### src/rtl/vga_timing_pkg.sv
// Shared types, default 640x480@60 timing and helpers for the VGA raster timing generator.
package vga_timing_pkg;

    typedef enum logic [1:0] {
        ACTIVE = 2'd0,
        FRONT  = 2'd1,
        SYNC   = 2'd2,
        BACK   = 2'd3
    } phase_t;

    localparam int unsigned DEF_H_ACTIVE = 640;
    localparam int unsigned DEF_H_FP     = 16;
    localparam int unsigned DEF_H_SYNC   = 96;
    localparam int unsigned DEF_H_BP     = 48;
    localparam int unsigned DEF_V_ACTIVE = 480;
    localparam int unsigned DEF_V_FP     = 10;
    localparam int unsigned DEF_V_SYNC   = 2;
    localparam int unsigned DEF_V_BP     = 33;
    localparam bit          DEF_SYNC_POL = 1'b0;
    localparam int unsigned DEF_CW       = 10;

    // Number of bits needed to hold values 0..v-1.
    function automatic int unsigned clog2(input int unsigned v);
        int unsigned r;
        r = 0;
        while ((64'(1) << r) < 64'(v)) begin
            r = r + 1;
        end
        return r;
    endfunction

endpackage

### src/rtl/vga_timing_gen_if.sv
// Pixel-tick input and raster outputs of the VGA timing generator.
interface vga_timing_gen_if
    import vga_timing_pkg::*;
#(
    parameter int unsigned CW = DEF_CW
);
    logic          pix_ce;
    logic          hsync;
    logic          vsync;
    logic          de;
    logic [CW-1:0] x;
    logic [CW-1:0] y;
    logic          line_start;
    logic          frame_start;

    modport master (
        output pix_ce,
        input  hsync, vsync, de, x, y, line_start, frame_start
    );

    modport slave (
        input  pix_ce,
        output hsync, vsync, de, x, y, line_start, frame_start
    );
endinterface

### src/rtl/vga_axis_timer.sv
// One raster axis: four-phase FSM with a per-phase down-counter and a position counter.
module vga_axis_timer
    import vga_timing_pkg::*;
#(
    parameter int unsigned CW    = DEF_CW,
    parameter int unsigned TOTAL = DEF_H_ACTIVE + DEF_H_FP + DEF_H_SYNC + DEF_H_BP
) (
    input  logic          clk,
    input  logic          rst,
    input  logic          step,
    input  logic [CW-1:0] len_active,
    input  logic [CW-1:0] len_front,
    input  logic [CW-1:0] len_sync,
    input  logic [CW-1:0] len_back,
    output phase_t        phase_nxt_c,
    output logic [CW-1:0] pos,
    output logic          wrap_c
);

    phase_t        phase;
    logic [CW-1:0] cnt;
    logic [CW-1:0] cnt_nxt;
    logic [CW-1:0] pos_nxt;

    // Reset parks the axis on the last count of BACK so the first step wraps to 0.
    always_ff @(posedge clk or posedge rst) begin
        if (rst) begin
            phase <= BACK;
            cnt   <= '0;
            pos   <= CW'(TOTAL - 1);
        end else begin
            phase <= phase_nxt_c;
            cnt   <= cnt_nxt;
            pos   <= pos_nxt;
        end
    end

    // phase_nxt_c is the phase the axis occupies after this clock edge.
    always_comb begin
        phase_nxt_c = phase;
        cnt_nxt     = cnt;
        pos_nxt     = pos;
        if (step) begin
            pos_nxt = pos + CW'(1);
            if (cnt == '0) begin
                case (phase)
                    ACTIVE: begin
                        phase_nxt_c = FRONT;
                        cnt_nxt     = len_front - CW'(1);
                    end
                    FRONT: begin
                        phase_nxt_c = SYNC;
                        cnt_nxt     = len_sync - CW'(1);
                    end
                    SYNC: begin
                        phase_nxt_c = BACK;
                        cnt_nxt     = len_back - CW'(1);
                    end
                    BACK: begin
                        phase_nxt_c = ACTIVE;
                        cnt_nxt     = len_active - CW'(1);
                        pos_nxt     = '0;
                    end
                    default: begin
                        phase_nxt_c = ACTIVE;
                        cnt_nxt     = len_active - CW'(1);
                        pos_nxt     = '0;
                    end
                endcase
            end else begin
                cnt_nxt = cnt - CW'(1);
            end
        end
    end

    always_comb begin
        wrap_c = 1'b0;
        if (step && (phase == BACK) && (cnt == '0)) begin
            wrap_c = 1'b1;
        end
    end

endmodule

### src/rtl/vga_timing_gen.sv
// VGA raster timing generator: H/V axis timers plus registered sync, display-enable and strobes.
module vga_timing_gen
    import vga_timing_pkg::*;
#(
    parameter int unsigned H_ACTIVE = DEF_H_ACTIVE,
    parameter int unsigned H_FP     = DEF_H_FP,
    parameter int unsigned H_SYNC   = DEF_H_SYNC,
    parameter int unsigned H_BP     = DEF_H_BP,
    parameter int unsigned V_ACTIVE = DEF_V_ACTIVE,
    parameter int unsigned V_FP     = DEF_V_FP,
    parameter int unsigned V_SYNC   = DEF_V_SYNC,
    parameter int unsigned V_BP     = DEF_V_BP,
    parameter bit          SYNC_POL = DEF_SYNC_POL,
    parameter int unsigned CW       = DEF_CW
) (
    input  logic          clk,
    input  logic          rst,
    vga_timing_gen_if.slave bus
);

    localparam int unsigned H_TOTAL  = H_ACTIVE + H_FP + H_SYNC + H_BP;
    localparam int unsigned V_TOTAL  = V_ACTIVE + V_FP + V_SYNC + V_BP;
    localparam logic        SYNC_ON  = SYNC_POL;
    localparam logic        SYNC_OFF = !SYNC_POL;

    if (H_ACTIVE == 0 || H_FP == 0 || H_SYNC == 0 || H_BP == 0 ||
        V_ACTIVE == 0 || V_FP == 0 || V_SYNC == 0 || V_BP == 0) begin : g_bad_len
        $error("vga_timing_gen: every phase length must be non-zero");
    end

    if (CW < clog2(H_TOTAL) || CW < clog2(V_TOTAL)) begin : g_bad_cw
        $error("vga_timing_gen: CW too narrow for the raster totals");
    end

    phase_t        h_phase_nxt;
    phase_t        v_phase_nxt;
    logic [CW-1:0] h_pos;
    logic [CW-1:0] v_pos;
    logic          h_wrap;
    logic          v_wrap;
    logic          v_step;

    // The vertical axis moves one line each time the horizontal axis wraps.
    assign v_step = bus.pix_ce & h_wrap;

    vga_axis_timer #(
        .CW    (CW),
        .TOTAL (H_TOTAL)
    ) u_h_axis (
        .clk         (clk),
        .rst         (rst),
        .step        (bus.pix_ce),
        .len_active  (CW'(H_ACTIVE)),
        .len_front   (CW'(H_FP)),
        .len_sync    (CW'(H_SYNC)),
        .len_back    (CW'(H_BP)),
        .phase_nxt_c (h_phase_nxt),
        .pos         (h_pos),
        .wrap_c      (h_wrap)
    );

    vga_axis_timer #(
        .CW    (CW),
        .TOTAL (V_TOTAL)
    ) u_v_axis (
        .clk         (clk),
        .rst         (rst),
        .step        (v_step),
        .len_active  (CW'(V_ACTIVE)),
        .len_front   (CW'(V_FP)),
        .len_sync    (CW'(V_SYNC)),
        .len_back    (CW'(V_BP)),
        .phase_nxt_c (v_phase_nxt),
        .pos         (v_pos),
        .wrap_c      (v_wrap)
    );

    // Registered from the next phase so they change on the same edge as x/y.
    always_ff @(posedge clk or posedge rst) begin
        if (rst) begin
            bus.hsync       <= SYNC_OFF;
            bus.vsync       <= SYNC_OFF;
            bus.de          <= 1'b0;
            bus.line_start  <= 1'b0;
            bus.frame_start <= 1'b0;
        end else begin
            bus.hsync       <= (h_phase_nxt == SYNC) ? SYNC_ON : SYNC_OFF;
            bus.vsync       <= (v_phase_nxt == SYNC) ? SYNC_ON : SYNC_OFF;
            bus.de          <= (h_phase_nxt == ACTIVE) && (v_phase_nxt == ACTIVE);
            bus.line_start  <= h_wrap;
            bus.frame_start <= h_wrap & v_wrap;
        end
    end

    assign bus.x = h_pos;
    assign bus.y = v_pos;

endmodule

### src/flat_wrapper.sv
// flat-port wrapper written by rule: the top's interface ports become plain ports
module vga_timing_gen_flat import vga_timing_pkg::*;
#(
    parameter int unsigned H_ACTIVE = DEF_H_ACTIVE,
    parameter int unsigned H_FP     = DEF_H_FP,
    parameter int unsigned H_SYNC   = DEF_H_SYNC,
    parameter int unsigned H_BP     = DEF_H_BP,
    parameter int unsigned V_ACTIVE = DEF_V_ACTIVE,
    parameter int unsigned V_FP     = DEF_V_FP,
    parameter int unsigned V_SYNC   = DEF_V_SYNC,
    parameter int unsigned V_BP     = DEF_V_BP,
    parameter bit          SYNC_POL = DEF_SYNC_POL,
    parameter int unsigned CW       = DEF_CW
)
  (clk, rst, bus_pix_ce, bus_hsync, bus_vsync, bus_de, bus_x, bus_y, bus_line_start, bus_frame_start);
  vga_timing_gen_if #(.CW(CW)) bus_i ();
  input  logic clk;
  input  logic rst;
  input wire logic [$bits(bus_i.pix_ce)-1:0] bus_pix_ce;
  output wire logic [$bits(bus_i.hsync)-1:0] bus_hsync;
  output wire logic [$bits(bus_i.vsync)-1:0] bus_vsync;
  output wire logic [$bits(bus_i.de)-1:0] bus_de;
  output wire logic [$bits(bus_i.x)-1:0] bus_x;
  output wire logic [$bits(bus_i.y)-1:0] bus_y;
  output wire logic [$bits(bus_i.line_start)-1:0] bus_line_start;
  output wire logic [$bits(bus_i.frame_start)-1:0] bus_frame_start;
  assign bus_i.pix_ce = bus_pix_ce;
  assign bus_hsync = bus_i.hsync;
  assign bus_vsync = bus_i.vsync;
  assign bus_de = bus_i.de;
  assign bus_x = bus_i.x;
  assign bus_y = bus_i.y;
  assign bus_line_start = bus_i.line_start;
  assign bus_frame_start = bus_i.frame_start;
  vga_timing_gen #(.H_ACTIVE(H_ACTIVE), .H_FP(H_FP), .H_SYNC(H_SYNC), .H_BP(H_BP), .V_ACTIVE(V_ACTIVE), .V_FP(V_FP), .V_SYNC(V_SYNC), .V_BP(V_BP), .SYNC_POL(SYNC_POL), .CW(CW)) u_core (.clk(clk), .rst(rst), .bus(bus_i));
endmodule
### config.mk
export PLATFORM = sky130hd
export DESIGN_NAME = vga_timing_gen_flat
export DESIGN_NICKNAME = d
export VERILOG_FILES = /design/src/rtl/vga_timing_pkg.sv /design/src/rtl/vga_timing_gen_if.sv /design/src/rtl/vga_axis_timer.sv /design/src/rtl/vga_timing_gen.sv /design/src/flat_wrapper.sv
export SDC_FILE = /design/constraint.sdc
export NUM_CORES = 1
export LEC_CHECK = 0
export CORE_MARGIN = 4
export CORE_UTILIZATION = 45
export CTS_CLUSTER_DIAMETER = 150
export CTS_CLUSTER_SIZE = 28
export DETAILED_ROUTE_END_ITERATION = 6
export GPL_TIMING_DRIVEN = 0
export HOLD_SLACK_MARGIN = 0.08
export PLACE_DENSITY = 0.78
export REMOVE_ABC_BUFFERS = 1
export SETUP_SLACK_MARGIN = 0.02
export SYNTH_ARGS = -nofsm -noshare
export SYNTH_HDL_FRONTEND = slang
export SYNTH_HIERARCHICAL = 1
export SYNTH_SLANG_ARGS = --single-unit
### constraint.sdc
create_clock -name clk -period 3 [get_ports clk]
set_input_delay 0.3 -clock clk [delete_from_list [all_inputs] [get_ports clk]]
set_output_delay 0.3 -clock clk [all_outputs]
set_load 0.01 [all_outputs]
==> out/qor.yml, run 1 <==
worst_setup_path:
  cp.required_ns: 3.19
  rrSetupSlack_ns: 0.19
  critPathKind: "reg2reg"
  worstPathMaxFanout: 10
  worstSetupEndpointType: "flop"
  cp_data_arrival_time_ns: 3.00
  cp-start-kind: "flop"
clocking:
  cts_tree: "built"
  cts.sinks: 49
  clk_latency_ns: 0.31
  max-clock-path-buffers: 2
  htree_levels: 2
  cts_hold_buffers: 0
  path_clk_slew_ns: 0.08
  cts-buffers-inserted: 5
  cts-root-buf: "clkbuf_8"
grt:
  antenna_found_initial: 0
  gr-usage-all-layers_pct: 17.0
  grt_max_degree: 23
  grt_pass1_wl_um: 11900
  overflow: 0
  grt_pass1_vias: 2638
route:
  post_drt_via_cell_ratio: 5.21
  drc_errors: 0
  wire_per_inst_um: 13.0
  via_count: 2740
  drt-initial-drc-count: 138
  dr.pass1.iters: 5
  ant_nets: 0
  wl_um: 6850
layout:
  multiInputGateArea_um2: 2050
  antenna_cells: 0
  nFillCells: 623
  drive_gt1_share_pct: 11.2
  area_growth_pct: 24.7
  fin_util_pct: 57.8
  nNetsFinal: 460
  regArea_um2: 1250
  finalNonFillerCells: 526
power:
  vdd_ir_drop_max_uv: 236
  clkPwrFrac_pct: 18.5
  intPower_w: 0.00131
  power_density_nw_per_um2: 533
  swShare_pct: 37.1
  p_leak_nw: 1.70
  pwr-share-seq_pct: 44.7
  p_sw_w: 0.000772
  p_comb_share_pct: 36.8
sta:
  setup_viol: 0
  finalMaxSlewViolations: 0
  setup_tns_ns: 0
  finalClockSkew_ns: 0.0123
  grt_setup_unrepaired: "no"
  min_period_over_period_pct: 93.7
  tightestPinTransition_ns: 0.849
  finalHoldViolCount: 0
  period_needed_ns: 2.81
  max_freq_mhz: 356
  slew_headroom_pct: 43.3
floorplanning:
  core_um2: 6760
  die_y_um: 91.4
  die_w_um: 91.4
  io_pins: 28
  dieArea_um2: 8350
  start_util_pct: 46.3
  num_rows: 30
yosys:
  synth_top_area_share_pct: 26.4
  seq_area_frac_synth_pct: 39.8
  synth_commonest_cells: "a21oi_1 (34), dfrtp_1 (33), nor2_1 (28)"
  ys.flop_type: "dfrtp_1"
  netlist_area_um2: 3130
  synthMostInstantiatedCell: "a21oi_1"
  synth_edf_count: 0
  async_flop_share_pct: 100
  postSynthCellCount: 341
  synthDistinctLibCells: 42
  yosys_warnings: 6
  synth_top_area_cell: "dfrtp_1"
  syn_avg_cell_area_um2: 9.18
  synth-seq-cells: 49
  yosys-top-cells-area: "dfrtp_1 (26%), dfstp_2 (13%), a21oi_1 (5.4%)"
place:
  place_inst: 510
  hpwl_um: 4890
  portBuffers: 27
  gp_congestion: 0.861
run_status:
  status: "complete, no violations"
worst_hold_path:
  hold_path_class: "in2async"
flow_run:
  drv_cap: 0
[placed cells by master (no fill, tap or decap), drive strengths merged, types with 5 or more instances in the layout]
master,synthesis,final
buf,12,8
nor4,5,5
nand2b,8,8
a22oi,8,8
ha,12,12
nand2,26,26
xor2,12,12
dfrtp,33,33
xnor2,8,8
dfstp,16,16
nand4,8,8
a21oi,34,34
inv,19,20
o21ai,12,12
nor2b,6,6
nand3,12,12
conb,2,80
clkdlybuf4s50,0,26
nor3,8,8
a222oi,12,12
nor2,28,28
mux2i,12,12
clkbuf,4,6
and3,6,6
[path summary, 6_finish.rpt]
check	start	end	depth (start not counted)
setup / recovery	u_core/u_v_axis/phase[1]	u_core/u_v_axis/cnt[8]	10
hold reg to reg	u_core/u_h_axis/pos[1]	u_core/u_h_axis/pos[1]	2
hold / removal	rst	u_core/bus.de	2
max in group asynchronous	rst	u_core/u_h_axis/cnt[5]	2
setup reg to reg	u_core/u_v_axis/phase[1]	u_core/u_v_axis/cnt[8]	10
min in group clk	u_core/u_h_axis/pos[1]	u_core/u_h_axis/pos[1]	2
[metal layers]
layer	share of wire, %	wire length (um)	vias up	track usage, %
met5	0	0	-	0
met4	0.92	63	0	4.15
met3	4.5	311	7	3.56
met2	50	3400	61	29.3
met1	45	3070	1304	21.7
li1	-	-	1368	-
[logic make-up (layout without fill, tap and decap cells)]
family	count (synthesis)	after routing	share of synthesized area [%]
compound gates	90	90	19.7
xor+xnor	20	20	5.60
fa+ha+maj	12	12	4.80
buf+inv	37	64	5.32
flops	49	49	39.8
mux	16	16	5.28
other cells	2	80	0.240
simple gates	115	115	19.3
[state kept, by name (all words and copies together), names as in the netlist]
signal	cells
u_core/bus.frame_start	1
u_core/bus.hsync	1
u_core/u_v_axis/cnt	10
u_core/u_h_axis/pos	10
u_core/u_v_axis/phase	2
u_core/u_h_axis/phase	2
u_core/u_h_axis/cnt	10
u_core/bus.vsync	1
u_core/bus.line_start	1
u_core/bus.de	1
u_core/u_v_axis/pos	10
[power groups by stage]
stage	clock network (W)	registers (W)	logic (W)
3_5_place_dp	0	0.000927	0.000740
3_3_place_gp	0	0.000917	0.000716
6_report	0.000386	0.000931	0.000765
5_1_grt	0.000422	0.000952	0.000860
4_1_cts	0.000399	0.000918	0.000747
2_1_floorplan	0	0.000920	0.000530
[critical path, cell delays in order (launching register included)]
cell and delay [ns]:
dfstp_2 0.57, inv_1 0.06, ha_1 0.31, a222oi_1 0.35, mux2i_1 0.14, a21oi_1 0.18, ha_1 0.19, nand2b_1 0.07
nand2b_1 0.20, or4_1 0.49, o221a_2 0.14
[stage by stage]
step | instance area (um^2) | setup WS, ns | power [W] | hold slack (ns)
after floorplan | 3330 | -0.0235 | 0.00145 | 0.0771
after global placement | 3700 | -1.22 | 0.00163 | 0.488
after detailed placement | 3700 | -1.31 | 0.00167 | 0.514
after CTS | 3810 | 0.0686 | 0.00206 | 0.252
after global routing | 3900 | 0.0353 | 0.00223 | 0.302
final | 3900 | 0.190 | 0.00208 | 0.250
[timing repair]
action | CTS | global route
resized for setup | 9 | 4
endpoints found under the setup margin | 25 | 19
pin swaps | 0 | 3
setup buffers | 0 | 8
[layout make-up]
class / count / share of cell area [%]
clock buffer: 6 / 1.86
clock inverter: 2 / 0.353
inverter: 21 / 2.02
multi-input combinational: 333 / 52.5
sequential: 49 / 31.9
tap: 80 / 2.56
timing repair buffer: 35 / 8.75
(Power assumes the default switching activity.)
==> run 2, diff against run 1 <==
--- a/config.mk
+++ b/config.mk
@@ -12,7 +12,7 @@
 export DETAILED_ROUTE_END_ITERATION = 6
 export GPL_TIMING_DRIVEN = 0
 export HOLD_SLACK_MARGIN = 0.08
-export PLACE_DENSITY = 0.78
+export PLACE_DENSITY = 0.76
 export REMOVE_ABC_BUFFERS = 1
 export SETUP_SLACK_MARGIN = 0.02
 export SYNTH_ARGS = -nofsm -noshare
==> constraint.sdc (replaced) <==
create_clock -name clk -period 3.5 [get_ports clk]
set_input_delay 0.35 -clock clk [delete_from_list [all_inputs] [get_ports clk]]
set_output_delay 0.35 -clock clk [all_outputs]
set_load 0.01 [all_outputs]
==> out/qor.yml, run 2 (synthesis results as in run 1) <==
sta:
  grt_setup_unrepaired: "no"
  finalClockSkew_ns: 0.00825  # -0.00403 ns
  finalMaxSlewViolations: 0  # unchanged
  period_needed_ns: 3.03  # +0.221 ns
  slew_headroom_pct: 44.2  # +0.86 points
  finalHoldViolCount: 0  # unchanged
  max_freq_mhz: 330  # -7.3%
  min_period_over_period_pct: 86.6  # -7.1 points
  whs_ns: 0.312  # +0.0613 ns
  setup_viol: 0  # unchanged
  tightestPinTransition_ns: 0.836  # -0.0129 ns
grt:
  grt_pass1_vias: 2626  # -0.45%
  grt_max_degree: 23  # unchanged
  overflow: 0  # unchanged
  antenna_found_initial: 0  # unchanged
  grt_pass1_wl_um: 12000  # +0.28%
  gr-usage-all-layers_pct: 17.1  # +0.023 points
worst_setup_path:
  cp_data_arrival_time_ns: 3.28  # +0.28 ns
  cp.required_ns: 3.75  # +0.56 ns
  worstPathMaxFanout: 19  # +9
  critPathKind: "reg2reg"
  r2r_start: "u_core/u_h_axis/cnt[3]"
  rrSetupSlack_ns: 0.47  # +0.28 ns
  cp-start-kind: "flop"
  worstSetupEndpointType: "flop"
  worst_r2r_path_depth: 11  # +1
  r2r_end: "u_core/u_v_axis/pos[9]"
worst_hold_path:
  hold_path_class: "in2async"
clocking:
  post-cts-setup-buffers: 0  # unchanged
  htree_levels: 2  # unchanged
  cts-buffers-inserted: 5  # unchanged
  cts-root-buf: "clkbuf_8"
  cts_tree: "built"
  path_clk_slew_ns: 0.10  # +0.02 ns
  max-clock-path-buffers: 2  # unchanged
  cts.sinks: 49  # unchanged
  clk_latency_ns: 0.30  # about the same
floorplanning:
  start_util_pct: 46.3  # unchanged
  io_pins: 28  # unchanged
  die_w_um: 91.4  # unchanged
  core_um2: 6760  # unchanged
  dieArea_um2: 8350  # unchanged
  num_rows: 30  # unchanged
  die_y_um: 91.4  # unchanged
power:
  p_comb_share_pct: 35.2  # -1.6 points
  swShare_pct: 35.5  # -1.6 points
  intPower_w: 0.00119  # -9.3%
  p_sw_w: 0.000654  # -15%
  pwr-share-seq_pct: 42.6  # -2.1 points
  vdd_ir_drop_max_uv: 235  # about the same
  power_density_nw_per_um2: 480  # -10%
  clkPwrFrac_pct: 22.2  # +3.7 points
  p_leak_nw: 1.67  # -1.7%
route:
  dr.pass1.iters: 5  # unchanged
  wire_per_inst_um: 13.1  # +0.71%
  via_count: 2737  # -0.11%
  drc_errors: 0  # unchanged
  drt-initial-drc-count: 163  # +18%
  ant_nets: 0  # unchanged
  post_drt_via_cell_ratio: 5.28  # +1.4%
  wl_um: 6800  # -0.82%
layout:
  antenna_cells: 0  # unchanged
  nFillCells: 627  # +0.64%
  layout_commonest_cell: "conb_1"
  design_area_um2: 3840  # -1.7%
  final_cell_mix: "conb_1 (80), a21oi_1 (34), dfrtp_1 (33)"
  drive_gt1_share_pct: 9.13  # -2.1 points
  nNetsFinal: 452  # -1.7%
  multiInputGateArea_um2: 2020  # -1.3%
  regArea_um2: 1250  # unchanged
  area_growth_pct: 22.6
flow_run:
  drv_cap: 0  # unchanged
place:
  portBuffers: 27  # unchanged
  hpwl_um: 5040  # +2.9%
  dpl-instance-area_um2: 3700  # unchanged
  gp_congestion: 0.876  # +1.7%
run_status:
  status: "complete, no violations"
[run 2: layer usage]
layer | global-route usage (%) | share of wire (%)
met5 | 0 | 0
met4 | 4.02 | 1.2
met3 | 2.98 | 4.7
met2 | 28.0 | 48
met1 | 23.3 | 46
[run 2: layout make-up]
| class | count | area share [%] |
|---|---|---|
| flip-flops and latches | 49 | 32.5 |
| well taps | 80 | 2.61 |
| repair buffers | 27 | 7.11 |
| inverters | 21 | 2.05 |
| clock buffers | 5 | 1.79 |
| clock inverters | 3 | 1.21 |
| multi-input cells | 333 | 52.7 |
[run 2: power groups by stage]
stage	clock network, W	logic [W]	registers, W
2_1_floorplan	0	0.000454	0.000788
3_3_place_gp	0	0.000618	0.000787
3_5_place_dp	0	0.000635	0.000792
4_1_cts	0.000418	0.000639	0.000781
5_1_grt	0.000447	0.000728	0.000803
6_report	0.000409	0.000647	0.000785
[run 2: critical path: stages (launching register included)]
cell and delay, ns:
dfrtp_1 0.41, nor4_1 0.39, and3_2 0.46, nand2_1 0.14, nor2_2 0.39, and2_4 0.37
nand3_1 0.10, nor2_1 0.17, and3_1 0.22, nand3_1 0.10, xor2_1 0.15, nor2_1 0.08
[run 2: how the worst max path moves through the flow]
stage                              to  slack (ns)              startpoint  cells after the start
4_1_cts        u_core/bus.frame_start        0.07              bus_pix_ce                      7
5_1_grt        u_core/bus.frame_start        0.11  u_core/u_h_axis/cnt[3]                      8
2_1_floorplan  u_core/bus.frame_start        0.48  u_core/u_h_axis/cnt[3]                      8
3_5_place_dp   u_core/bus.frame_start       -0.77              bus_pix_ce                      7
6_report       u_core/u_v_axis/pos[9]        0.47  u_core/u_h_axis/cnt[3]                     11
3_3_place_gp   u_core/bus.frame_start       -0.63              bus_pix_ce                      7
[run 2: through the flow]
step                      worst slack [ns]  utilization, %  std cells  total power [W]  setup TNS (ns)
after floorplan                      0.477               -        403          0.00124               0
after global placement              -0.629            54.8        510          0.00140           -8.33
after detailed placement            -0.767            54.8        510          0.00143          -11.10
after CTS                           0.0710            56.6        518          0.00184               0
after global routing                 0.114            56.8        518          0.00198               0
final                                0.469            56.8        518          0.00184               0
[run 2: repair_timing]
action | CTS | global route
hold endpoints to repair | 0 | 0
endpoints found under the setup margin | 21 | 10
resized for setup | 3 | 4
hold buffers | 0 | 0
